File: src/rtl/btn_conditioner_if.sv
// ----------------------------------------------------------------------------
// btn_conditioner_if
//
// Groups the raw button inputs with the conditioned outputs of
// btn_conditioner. Every vector is WIDTH bits, one bit per button.
//
//   btn_raw     : raw active-high buttons, asynchronous to the system clock
//   btn_level   : debounced level
//   btn_press   : one-cycle strobe on a debounced 0->1
//   btn_release : one-cycle strobe on a debounced 1->0
//   btn_repeat  : one-cycle strobe on press, then auto-repeat while held
//
// Modports:
//   master : the board/bench side, drives btn_raw and reads the results
//   slave  : the conditioner, reads btn_raw and drives the results
// ----------------------------------------------------------------------------
interface btn_conditioner_if #(
   parameter int WIDTH = 3
);

   logic [WIDTH-1:0] btn_raw;
   logic [WIDTH-1:0] btn_level;
   logic [WIDTH-1:0] btn_press;
   logic [WIDTH-1:0] btn_release;
   logic [WIDTH-1:0] btn_repeat;

   modport master (
      output btn_raw,
      input  btn_level,
      input  btn_press,
      input  btn_release,
      input  btn_repeat
   );

   modport slave (
      input  btn_raw,
      output btn_level,
      output btn_press,
      output btn_release,
      output btn_repeat
   );

endinterface

File: src/rtl/btn_conditioner.sv
// ----------------------------------------------------------------------------
// btn_conditioner
//
// Per-button conditioner for the board push-buttons. Each bit is
// synchronised by a two-flop chain, debounced by a stable-count filter and
// turned into a clean level, one-cycle press/release strobes and an
// auto-repeat strobe. Bits are fully independent of each other.
//
// Parameters:
//   WIDTH           : number of buttons
//   DEBOUNCE_CYCLES : cycles a new synchronised value must persist (>=1)
//   REPEAT_DELAY    : cycles from the press strobe to the first repeat (>=1)
//   REPEAT_RATE     : cycles between later repeat strobes (>=1)
//
// Ports:
//   clk    : system clock, all state on the rising edge
//   rst_n  : asynchronous active-low reset, clears every flop
//   btn_if : slave side of btn_conditioner_if (raw in, conditioned out)
//
// All outputs come straight from flops; there is no combinational path from
// btn_raw to any output.
// ----------------------------------------------------------------------------
module btn_conditioner #(
   parameter int WIDTH           = 3,
   parameter int DEBOUNCE_CYCLES = 1_000_000,
   parameter int REPEAT_DELAY    = 25_000_000,
   parameter int REPEAT_RATE     = 5_000_000
) (
   input  logic                 clk,
   input  logic                 rst_n,
   btn_conditioner_if.slave     btn_if
);

   localparam int CW    = (DEBOUNCE_CYCLES > 1) ? $clog2(DEBOUNCE_CYCLES) : 1;
   localparam int T_MAX = (REPEAT_DELAY > REPEAT_RATE) ? REPEAT_DELAY : REPEAT_RATE;
   localparam int TW    = (T_MAX > 1) ? $clog2(T_MAX) : 1;

   localparam logic [CW-1:0] CNT_TERM   = CW'(DEBOUNCE_CYCLES - 1);
   localparam logic [TW-1:0] DELAY_TERM = TW'(REPEAT_DELAY - 1);
   localparam logic [TW-1:0] RATE_TERM  = TW'(REPEAT_RATE - 1);

   typedef enum logic [1:0] {
      ST_IDLE,
      ST_DELAY,
      ST_REPEAT
   } rep_state_e;

   for (genvar i = 0; i < WIDTH; i++) begin : g_bit

      logic             s1;
      logic             s2;
      logic [CW-1:0]    cnt;
      logic             level;
      logic             press_q;
      logic             release_q;
      logic             repeat_q;
      logic             accept;
      logic             press_evt;
      logic             release_evt;
      rep_state_e       state;
      rep_state_e       state_next;
      logic [TW-1:0]    timer;
      logic [TW-1:0]    timer_next;
      logic             repeat_next;

      // A new synchronised value is accepted once it has disagreed with the
      // debounced level for DEBOUNCE_CYCLES consecutive cycles.
      assign accept      = (s2 != level) && (cnt == CNT_TERM);
      assign press_evt   = accept & s2;
      assign release_evt = accept & ~s2;

      // Synchroniser plus stable-count filter. Any cycle where s2 agrees with
      // the level clears the count, so short glitches never get through.
      always_ff @(posedge clk or negedge rst_n) begin
         if (!rst_n) begin
            s1        <= 1'b0;
            s2        <= 1'b0;
            cnt       <= '0;
            level     <= 1'b0;
            press_q   <= 1'b0;
            release_q <= 1'b0;
         end else begin
            s1        <= btn_if.btn_raw[i];
            s2        <= s1;
            press_q   <= press_evt;
            release_q <= release_evt;
            if (s2 == level) begin
               cnt <= '0;
            end else if (cnt == CNT_TERM) begin
               level <= s2;
               cnt   <= '0;
            end else begin
               cnt <= cnt + CW'(1);
            end
         end
      end

      // Repeat FSM state register; the repeat strobe and timer are registered
      // here too so btn_repeat lines up with btn_press.
      always_ff @(posedge clk or negedge rst_n) begin
         if (!rst_n) begin
            state    <= ST_IDLE;
            timer    <= '0;
            repeat_q <= 1'b0;
         end else begin
            state    <= state_next;
            timer    <= timer_next;
            repeat_q <= repeat_next;
         end
      end

      // Next-state logic. A release always wins over a terminal count.
      always_comb begin
         state_next = state;
         case (state)
            ST_IDLE: begin
               if (press_evt) state_next = ST_DELAY;
            end
            ST_DELAY: begin
               if (release_evt)              state_next = ST_IDLE;
               else if (timer == DELAY_TERM) state_next = ST_REPEAT;
            end
            ST_REPEAT: begin
               if (release_evt) state_next = ST_IDLE;
            end
            default: state_next = ST_IDLE;
         endcase
      end

      // Timer and repeat strobe. Terminal counts reload zero, so the timer
      // never wraps regardless of its width.
      always_comb begin
         timer_next  = timer;
         repeat_next = 1'b0;
         case (state)
            ST_IDLE: begin
               timer_next  = '0;
               repeat_next = press_evt;
            end
            ST_DELAY: begin
               if (release_evt) begin
                  timer_next = '0;
               end else if (timer == DELAY_TERM) begin
                  timer_next  = '0;
                  repeat_next = 1'b1;
               end else begin
                  timer_next = timer + TW'(1);
               end
            end
            ST_REPEAT: begin
               if (release_evt) begin
                  timer_next = '0;
               end else if (timer == RATE_TERM) begin
                  timer_next  = '0;
                  repeat_next = 1'b1;
               end else begin
                  timer_next = timer + TW'(1);
               end
            end
            default: timer_next = '0;
         endcase
      end

      assign btn_if.btn_level[i]   = level;
      assign btn_if.btn_press[i]   = press_q;
      assign btn_if.btn_release[i] = release_q;
      assign btn_if.btn_repeat[i]  = repeat_q;

   end

endmodule

File: src/flat_wrapper.sv
// flat-port wrapper written by rule: the top's interface ports become plain ports
module btn_conditioner_flat 
#(
   parameter int WIDTH           = 3,
   parameter int DEBOUNCE_CYCLES = 1_000_000,
   parameter int REPEAT_DELAY    = 25_000_000,
   parameter int REPEAT_RATE     = 5_000_000
)
  (clk, rst_n, btn_if_btn_raw, btn_if_btn_level, btn_if_btn_press, btn_if_btn_release, btn_if_btn_repeat);
  btn_conditioner_if #(.WIDTH(WIDTH)) btn_if_i ();
  input  logic clk;
  input  logic rst_n;
  input wire logic [$bits(btn_if_i.btn_raw)-1:0] btn_if_btn_raw;
  output wire logic [$bits(btn_if_i.btn_level)-1:0] btn_if_btn_level;
  output wire logic [$bits(btn_if_i.btn_press)-1:0] btn_if_btn_press;
  output wire logic [$bits(btn_if_i.btn_release)-1:0] btn_if_btn_release;
  output wire logic [$bits(btn_if_i.btn_repeat)-1:0] btn_if_btn_repeat;
  assign btn_if_i.btn_raw = btn_if_btn_raw;
  assign btn_if_btn_level = btn_if_i.btn_level;
  assign btn_if_btn_press = btn_if_i.btn_press;
  assign btn_if_btn_release = btn_if_i.btn_release;
  assign btn_if_btn_repeat = btn_if_i.btn_repeat;
  btn_conditioner #(.WIDTH(WIDTH), .DEBOUNCE_CYCLES(DEBOUNCE_CYCLES), .REPEAT_DELAY(REPEAT_DELAY), .REPEAT_RATE(REPEAT_RATE)) u_core (.clk(clk), .rst_n(rst_n), .btn_if(btn_if_i));
endmodule
File: config.mk
export PLATFORM = sky130hd
export DESIGN_NAME = btn_conditioner_flat
export DESIGN_NICKNAME = d
export VERILOG_FILES = /design/src/rtl/btn_conditioner_if.sv /design/src/rtl/btn_conditioner.sv /design/src/flat_wrapper.sv
export SDC_FILE = /design/constraint.sdc
export NUM_CORES = 1
export LEC_CHECK = 0
export ABC_AREA = 1
export CORE_MARGIN = 1
export CORE_UTILIZATION = 30
export DETAILED_ROUTE_END_ITERATION = 10
export GPL_TIMING_DRIVEN = 0
export SYNTH_ARGS = -nofsm -noshare
export SYNTH_HDL_FRONTEND = slang
export SYNTH_SLANG_ARGS = --single-unit
File: constraint.sdc
create_clock -name clk -period 1.8 [get_ports clk]
set_input_delay 0.36 -clock clk [delete_from_list [all_inputs] [get_ports clk]]
set_output_delay 0.36 -clock clk [all_outputs]
set_load 0.03 [all_outputs]
### Word level (Yosys, flattened, before mapping)

Index checks and enable logic that the tools add are counted.

* flip-flop bits (word level): 159
* memory bits (writable): 0
* input bits: 5
* bits in latches: 0
* memories kept: 0
* ROM bits: 0

* muxes and demuxes: 51
* $add $sub $neg: 6
* reductions and logical operators: 12
* multiply operators: 0
* order comparisons: 0
* equal/unequal tests: 30
* shift-type cells: 0
* div/mod/pow operators: 0
* bitwise operators: 12

Operator list (number)
* $mux W25: 12
* $pmux W25 S2: 3
* $mux W20: 6
* $add A25 B1 Y25 const B: 3
* $eq A25 B23 Y1 const B: 3
* $eq A25 B25 Y1 const B: 3
* $add A20 B1 Y20 const B: 3
* $eq A20 B20 Y1 const B: 3
* $mux W2: 12
* $pmux W2 S3: 3
* $mux W1: 12
* $ne A2 B1 Y1 const B: 6
* $ne A3 B1 Y1 const B: 3
* $pmux W1 S3: 3
* $reduce_and A3 Y1: 3
* $and A1 B1 Y1: 6
* $eq A2 B1 Y1 const B: 3
* $eq A2 B2 Y1 const B: 3
* $logic_not A2 Y1: 3
* $not A1 Y1: 6
* $reduce_and A2 Y1: 3
* $eq A1 B1 Y1: 3
* $logic_and A1 B1 Y1: 3
* $ne A1 B1 Y1: 3

### Logic depth before layout (Yosys ltp)

* depth in word-level cells: 5
* gate-level depth with buffers: 12
* depth with buffers taken out: 11

### Least setup slack after synthesis

Ideal clock, no wire load.

* path type: reg-to-reg
* from: register u_core.g_bit[1].cnt[0]
* to: register u_core.g_bit[1].timer[24]
* clock period less this slack: 1.606 ns
* data required time: 1.680 ns
* stages on the path, launching flop included: 10
* arrival time: 1.486 ns
* buffers on the path: 1
* slack: 0.194 ns
* library setup time: 0.120 ns
* path through: dfrtp_1 ha_1 nand3_1 nor2_2 nand4_4 nand3_2 nand2_1 nand2_2 buf_6 nor2_1

* cells in the longest elaborated chain, start to end: 5
* elaborated cells between the ends (all ways): 6
* classes of those cells: eq/ne: 1; mux: 3; bitwise: 1; reduce/logical: 1

Ends and longest elaborated chain
* from (decl): RTL line btn_conditioner.sv:52 `logic [CW-1:0] cnt;`
* from (signal assigned): RTL line btn_conditioner.sv:93 `cnt <= cnt + CW'(1);`
* $eq A20 B20 Y1 *: RTL line btn_conditioner.sv:68 `assign accept = (s2 != level) && (cnt == CNT_TERM);`
* $logic_and A1 B1 Y1 *: RTL line btn_conditioner.sv:68
* $and A1 B1 Y1 *: RTL line btn_conditioner.sv:70 `assign release_evt = accept & ~s2;`
* $mux W25 (on tied branches): RTL line btn_conditioner.sv:151, btn_conditioner.sv:141
* $pmux W25 S2 *: RTL line btn_conditioner.sv:135 `case (state)`
* named net u_core.g_bit[1].timer_next[24]: RTL line btn_conditioner.sv:63 `logic [TW-1:0] timer_next;`
* to (signal assigned): RTL line btn_conditioner.sv:107 `timer <= timer_next;`
* to (decl): RTL line btn_conditioner.sv:62 `logic [TW-1:0] timer;`

The timed path passes the listed nets; every way through them passes the cells marked *.
A chain may end at the register's enable or synchronous reset.

### Worst setup path after layout

* from: register u_core.g_bit[2].timer[0]
* to: register u_core.g_bit[2].timer[0]

* cells in the longest elaborated chain, start to end: 4
* elaborated cells between the ends (all ways): 8
* classes of those cells: add/sub: 1; eq/ne: 2; mux: 5

Ends and longest elaborated chain (RTL line)
* from (decl): btn_conditioner.sv:62
* from (signal assigned): btn_conditioner.sv:107
* $add A25 B1 Y25, or another cell as far along: btn_conditioner.sv:147, btn_conditioner.sv:157
* $mux W25 (on tied branches): btn_conditioner.sv:153, btn_conditioner.sv:143
* $mux W25 (on tied branches): btn_conditioner.sv:151, btn_conditioner.sv:141
* $pmux W25 S2 *: btn_conditioner.sv:135
* named net u_core.g_bit[2].timer_next[0]: btn_conditioner.sv:63

Marked as above.

==> results.txt <==
- Counting cells, the worst reg-to-reg path comes to 9.
* H-tree depth: 4
- Hold_ws: approximately 0.35 ns
- Switching power as a share of total power: 0.230
- No sink is reached through more buffers than the 2 on the longest clock path.
- Clock skew on the completed layout was measured at roughly 0.019 ns.
* Final weighted congestion in routability-driven placement: just under 0.9
- Yosys printed 0 warnings.
* Synthesized instance count: 1208
- Total half-perimeter wirelength after legalization and detailed placement: 13.8 mm
- Top cells by count, synth: nor2_1 (261), nand2_1 (253), dfrtp_1 (159)
- Ranked by total cell area, the synthesized netlist is headed by dfrtp_1 (44%), nor2_1 (11%), nand2_1 (10%), inv_1 (6.3%), nand3_1 (4.4%).
- Final net count: 1283
* Setup TNS after final layout: 0 ns
* Number of global-route vias before repair: between 7000 and 8000
* Startpoint type of the worst setup path: flop
- Final number of setup-violating endpoints: 0
- The run finished with clean final reports.
- Worst hold stages: 0
- Synthesis instantiated 35 different standard cells from the library.
- The count of nets left with antenna violations once routing finished came out at 0.
- The count of buffers added on input and output ports is 16.
* Maximum ir drop on the vdd rail: about 0.58 mV
- First-pass GRT wire length: approximately 33 mm
- Maximum Capacitance Violations: 0
- Total inserted antenna cells: 0
- CTS tree: built
* Fin util: 0.361
- Remaining max-slew budget at the tightest pin: 0.591
* Register share of total power: 0.487
- In this run, synthesis inferred 0 flip-flops with an integrated enable.
* List of cells traversed by the critical path: ha_4 > nand3_4 > nor3_4 > nand4_1 > nand3_2 > nand2_2 > nand2_4 > clkbuf_16 > nor2_1
- The first TritonRoute pass finished after 5 iterations.
* Levels on crit path: 9
- The internal power of the cells totals ~5.7 mW.
- Count of standard-cell rows: 63
* Number of remaining DRC errors: 0
* Mean post-synth cell area: between 7 and 8 um^2
* Final cycle utilization of the critical path: 0.952
- Data on the critical path is required at its endpoint by 2.11 ns.
* Global route overflow: 0
- In this run the power spent charging and discharging nets is between 1.5 and 2 mW.
- CP endpoint kind: flop
- Using the TritonRoute via totals, the vias-per-cell ratio works out to roughly 4.5.
* Logic gate share of total power: 0.023
- The later pin in the worst-skew pair is clocked with a latency of roughly 0.44 ns.
* Yosys top cell area share: 0.435
* Share of cells above drive strength 1: 0.123
* Post-Layout Cell Count: roughly 1700
- Drt wl/cell: roughly 12 um
- Filler Cell Count: 3099
- The first routing iteration left approximately 480 violations.
- The die covers ~0.031 mm^2.
- The floorplan step set the die width to about 180 um.
* Tot GR Track Use: 0.129
- Cell Area, Synth: slightly above 0.009 mm^2
* # IOs: 17
- Master cell of the clock root buffer: clkbuf_16
* Primary flip-flop cell chosen by synthesis mapping: dfrtp_1
- On the critical path the largest part of the delay comes from simple AND/OR/NAND/NOR gates.
* Sequential share of the synthesized area: 0.435
- After clock tree synthesis, the clock-pin slew on the worst setup and hold paths is around 0.070 ns.
- Counting both buffers and inverters, the worst setup path holds a total of 1.
* Library cell occupying the most area in the post-synthesis netlist: dfrtp_1
- The analysis attributes to cell leakage a power of roughly 4.7 nW.
- Timing would allow up to between 0.5 and 0.6 GHz.
- Along the worst path, the maximum fanout reaches 6.
- Die boundary height: between 150 and 200 um
* Core region area: slightly below 0.03 mm^2
* Final Hold Vio Count: 0
- In this run, synthesis produced a sequential element count of 159.
- For this configuration, the core starts out at a cell density of 0.307.
- The number of antenna violations at the first check in global routing was 0.
- Area growth from synthesis to layout: 17.8%
* Slew Viols, Final: 0
- The setup path with the least slack is of type flop to flop.
- Detailed-route wire length: about 19 mm
* Total power per unit cell area: a little under 700 mW/mm^2
- The number of clock buffers added by TritonCTS is 17.
- Entering global routing, the biggest net connects 83 pins.
* WP data arrival: 2.03 ns
* Total via count in the routed design: between 7000 and 8000
* Synth Net Count: between 1000 and 1500
- Share of power burned in the clock network: 0.490
- Cell with the most instances after synthesis: nor2_1
* Hold Path Class: flop to flop
- At the pin with the least slew margin, the transition time is ~0.61 ns.
* Setup repair after global routing missed its margin: yes
- The slowest stage of the critical path belongs to the cell dfrtp_1.
- Crit path largest cell delay: 0.40 ns
- Clock period minus final worst setup slack: between 1.5 and 2 ns
- The clock net in this run drives a total of between 150 and 200 sinks.
- For this run, asynchronously set or reset flops after synthesis account for 1.00.
* Count of placed standard cells including taps: between 1500 and 2000
==> cell type report <==
type | instances | area [um^2] | share of cell area
multi-input cells | 866 | 4570 | 0.425
clock buffers | 18 | 429 | 0.0399
flip-flops and latches | 159 | 3980 | 0.370
inverters | 161 | 604 | 0.0561
plain buffers | 21 | 186 | 0.0173
clock inverters | 13 | 158 | 0.0146
repair buffers | 34 | 344 | 0.0320
well taps | 390 | 488 | 0.0453
==> cells by family (layout without fill, tap and decap cells) <==
| kind of cell | count (synthesis) | after routing | synth area share |
|---|---|---|---|
| adders and majority gates | 18 | 18 | 0.0247 |
| DFF | 159 | 159 | 0.435 |
| xor gates and xnor gates | 71 | 71 | 0.0681 |
| buffers and inverters | 183 | 247 | 0.0856 |
| and+or+nand+nor | 723 | 723 | 0.353 |
| AOI/OAI and AO/OA | 54 | 54 | 0.0333 |
==> state kept, by name, indices dropped and copies added (netlist names) <==
register / flops
u_core.g_bit.repeat_q: 3
u_core.g_bit.s2: 3
u_core.g_bit.s1: 3
u_core.g_bit.cnt: 60
u_core.g_bit.timer: 75
u_core.g_bit.release_q: 3
u_core.g_bit.state: 6
u_core.g_bit.level: 3
u_core.g_bit.press_q: 3
==> power groups by stage <==
stage | registers [mW] | logic [mW] | clock network (mW)
finish | 3.62 | 0.171 | 3.64
detailed placement | 3.68 | 0.166 | 0
floorplan | 3.68 | 0.0578 | 0
global placement | 3.68 | 0.155 | 0
global route | 3.62 | 0.202 | 3.90
CTS | 3.61 | 0.168 | 3.74
==> placed cells by master, fill, tap and decap left out, drive strengths merged <==
| cell | instances |
|---|---|
| clkdlybuf4s15 | 1 |
| dlygate4sd2 | 11 |
| clkinv | 4 |
| ha | 18 |
| nor2 | 281 |
| a21oi | 18 |
| o22ai | 1 |
| nand3 | 87 |
| a31oi | 3 |
| xnor2 | 29 |
| clkdlybuf4s50 | 3 |
| clkinvlp | 3 |
| bufinv | 2 |
| nor3 | 45 |
| o21ai | 26 |
| nand2 | 260 |
| clkbuf | 20 |
| nor3b | 3 |
| nor4 | 5 |
| dlygate4sd3 | 1 |
| a32o | 1 |
| o21a | 1 |
| buf | 37 |
| a211oi | 4 |
| nand4 | 41 |
| or2 | 1 |
| xor2 | 42 |
| dfrtp | 159 |
| inv | 165 |
==> routing by layer <==
metal	part of all wire	up-vias	track usage
met5	0	-	0
met4	0.014	0	0.0445
met3	0.023	16	0.0230
met2	0.47	92	0.210
met1	0.49	3558	0.172
li1	-	3888	-
==> per-stage QoR <==
stage	setup WS (ns)	area, um^2	power (mW)
floorplan	0.194	9140	3.73
global placement	-6.33	9780	3.84
detailed placement	-0.0852	9820	3.85
CTS	0.00668	10400	7.52
global route	-0.0587	10800	7.72
finish	0.0866	10800	7.42
==> worst register-to-register path, cell delays in order (launching register included) <==
cell and delay [ns]:
dfrtp_1 0.40, ha_4 0.17, nand3_4 0.10, nor3_4 0.26, nand4_1 0.14, nand3_2 0.10, nand2_2 0.08, nand2_4 0.15
clkbuf_16 0.17, nor2_1 0.04
==> worst paths after layout <==
kind,start,to,slack [ns]
min in group asynchronous,rst_n,u_core.g_bit[1].timer[13],0.48
max in group asynchronous,rst_n,u_core.g_bit[2].cnt[12],0.47
max,u_core.g_bit[2].timer[0],u_core.g_bit[2].timer[0],0.09
min reg2reg,u_core.g_bit[2].s1,u_core.g_bit[2].s2,0.35
min,u_core.g_bit[2].s1,u_core.g_bit[2].s2,0.35
max reg2reg,u_core.g_bit[2].timer[0],u_core.g_bit[2].timer[0],0.09
==> repair_timing <==
item                                    4_1_cts  5_1_grt
gates resized for setup                      19       49
hold buffers                                  1        0
setup buffers                                 0       14
hold endpoints to repair                     77        0
cloned                                        0        2
endpoints found under the setup margin       66       86
pin swaps                                     0       14
(Power assumes the default switching activity.)
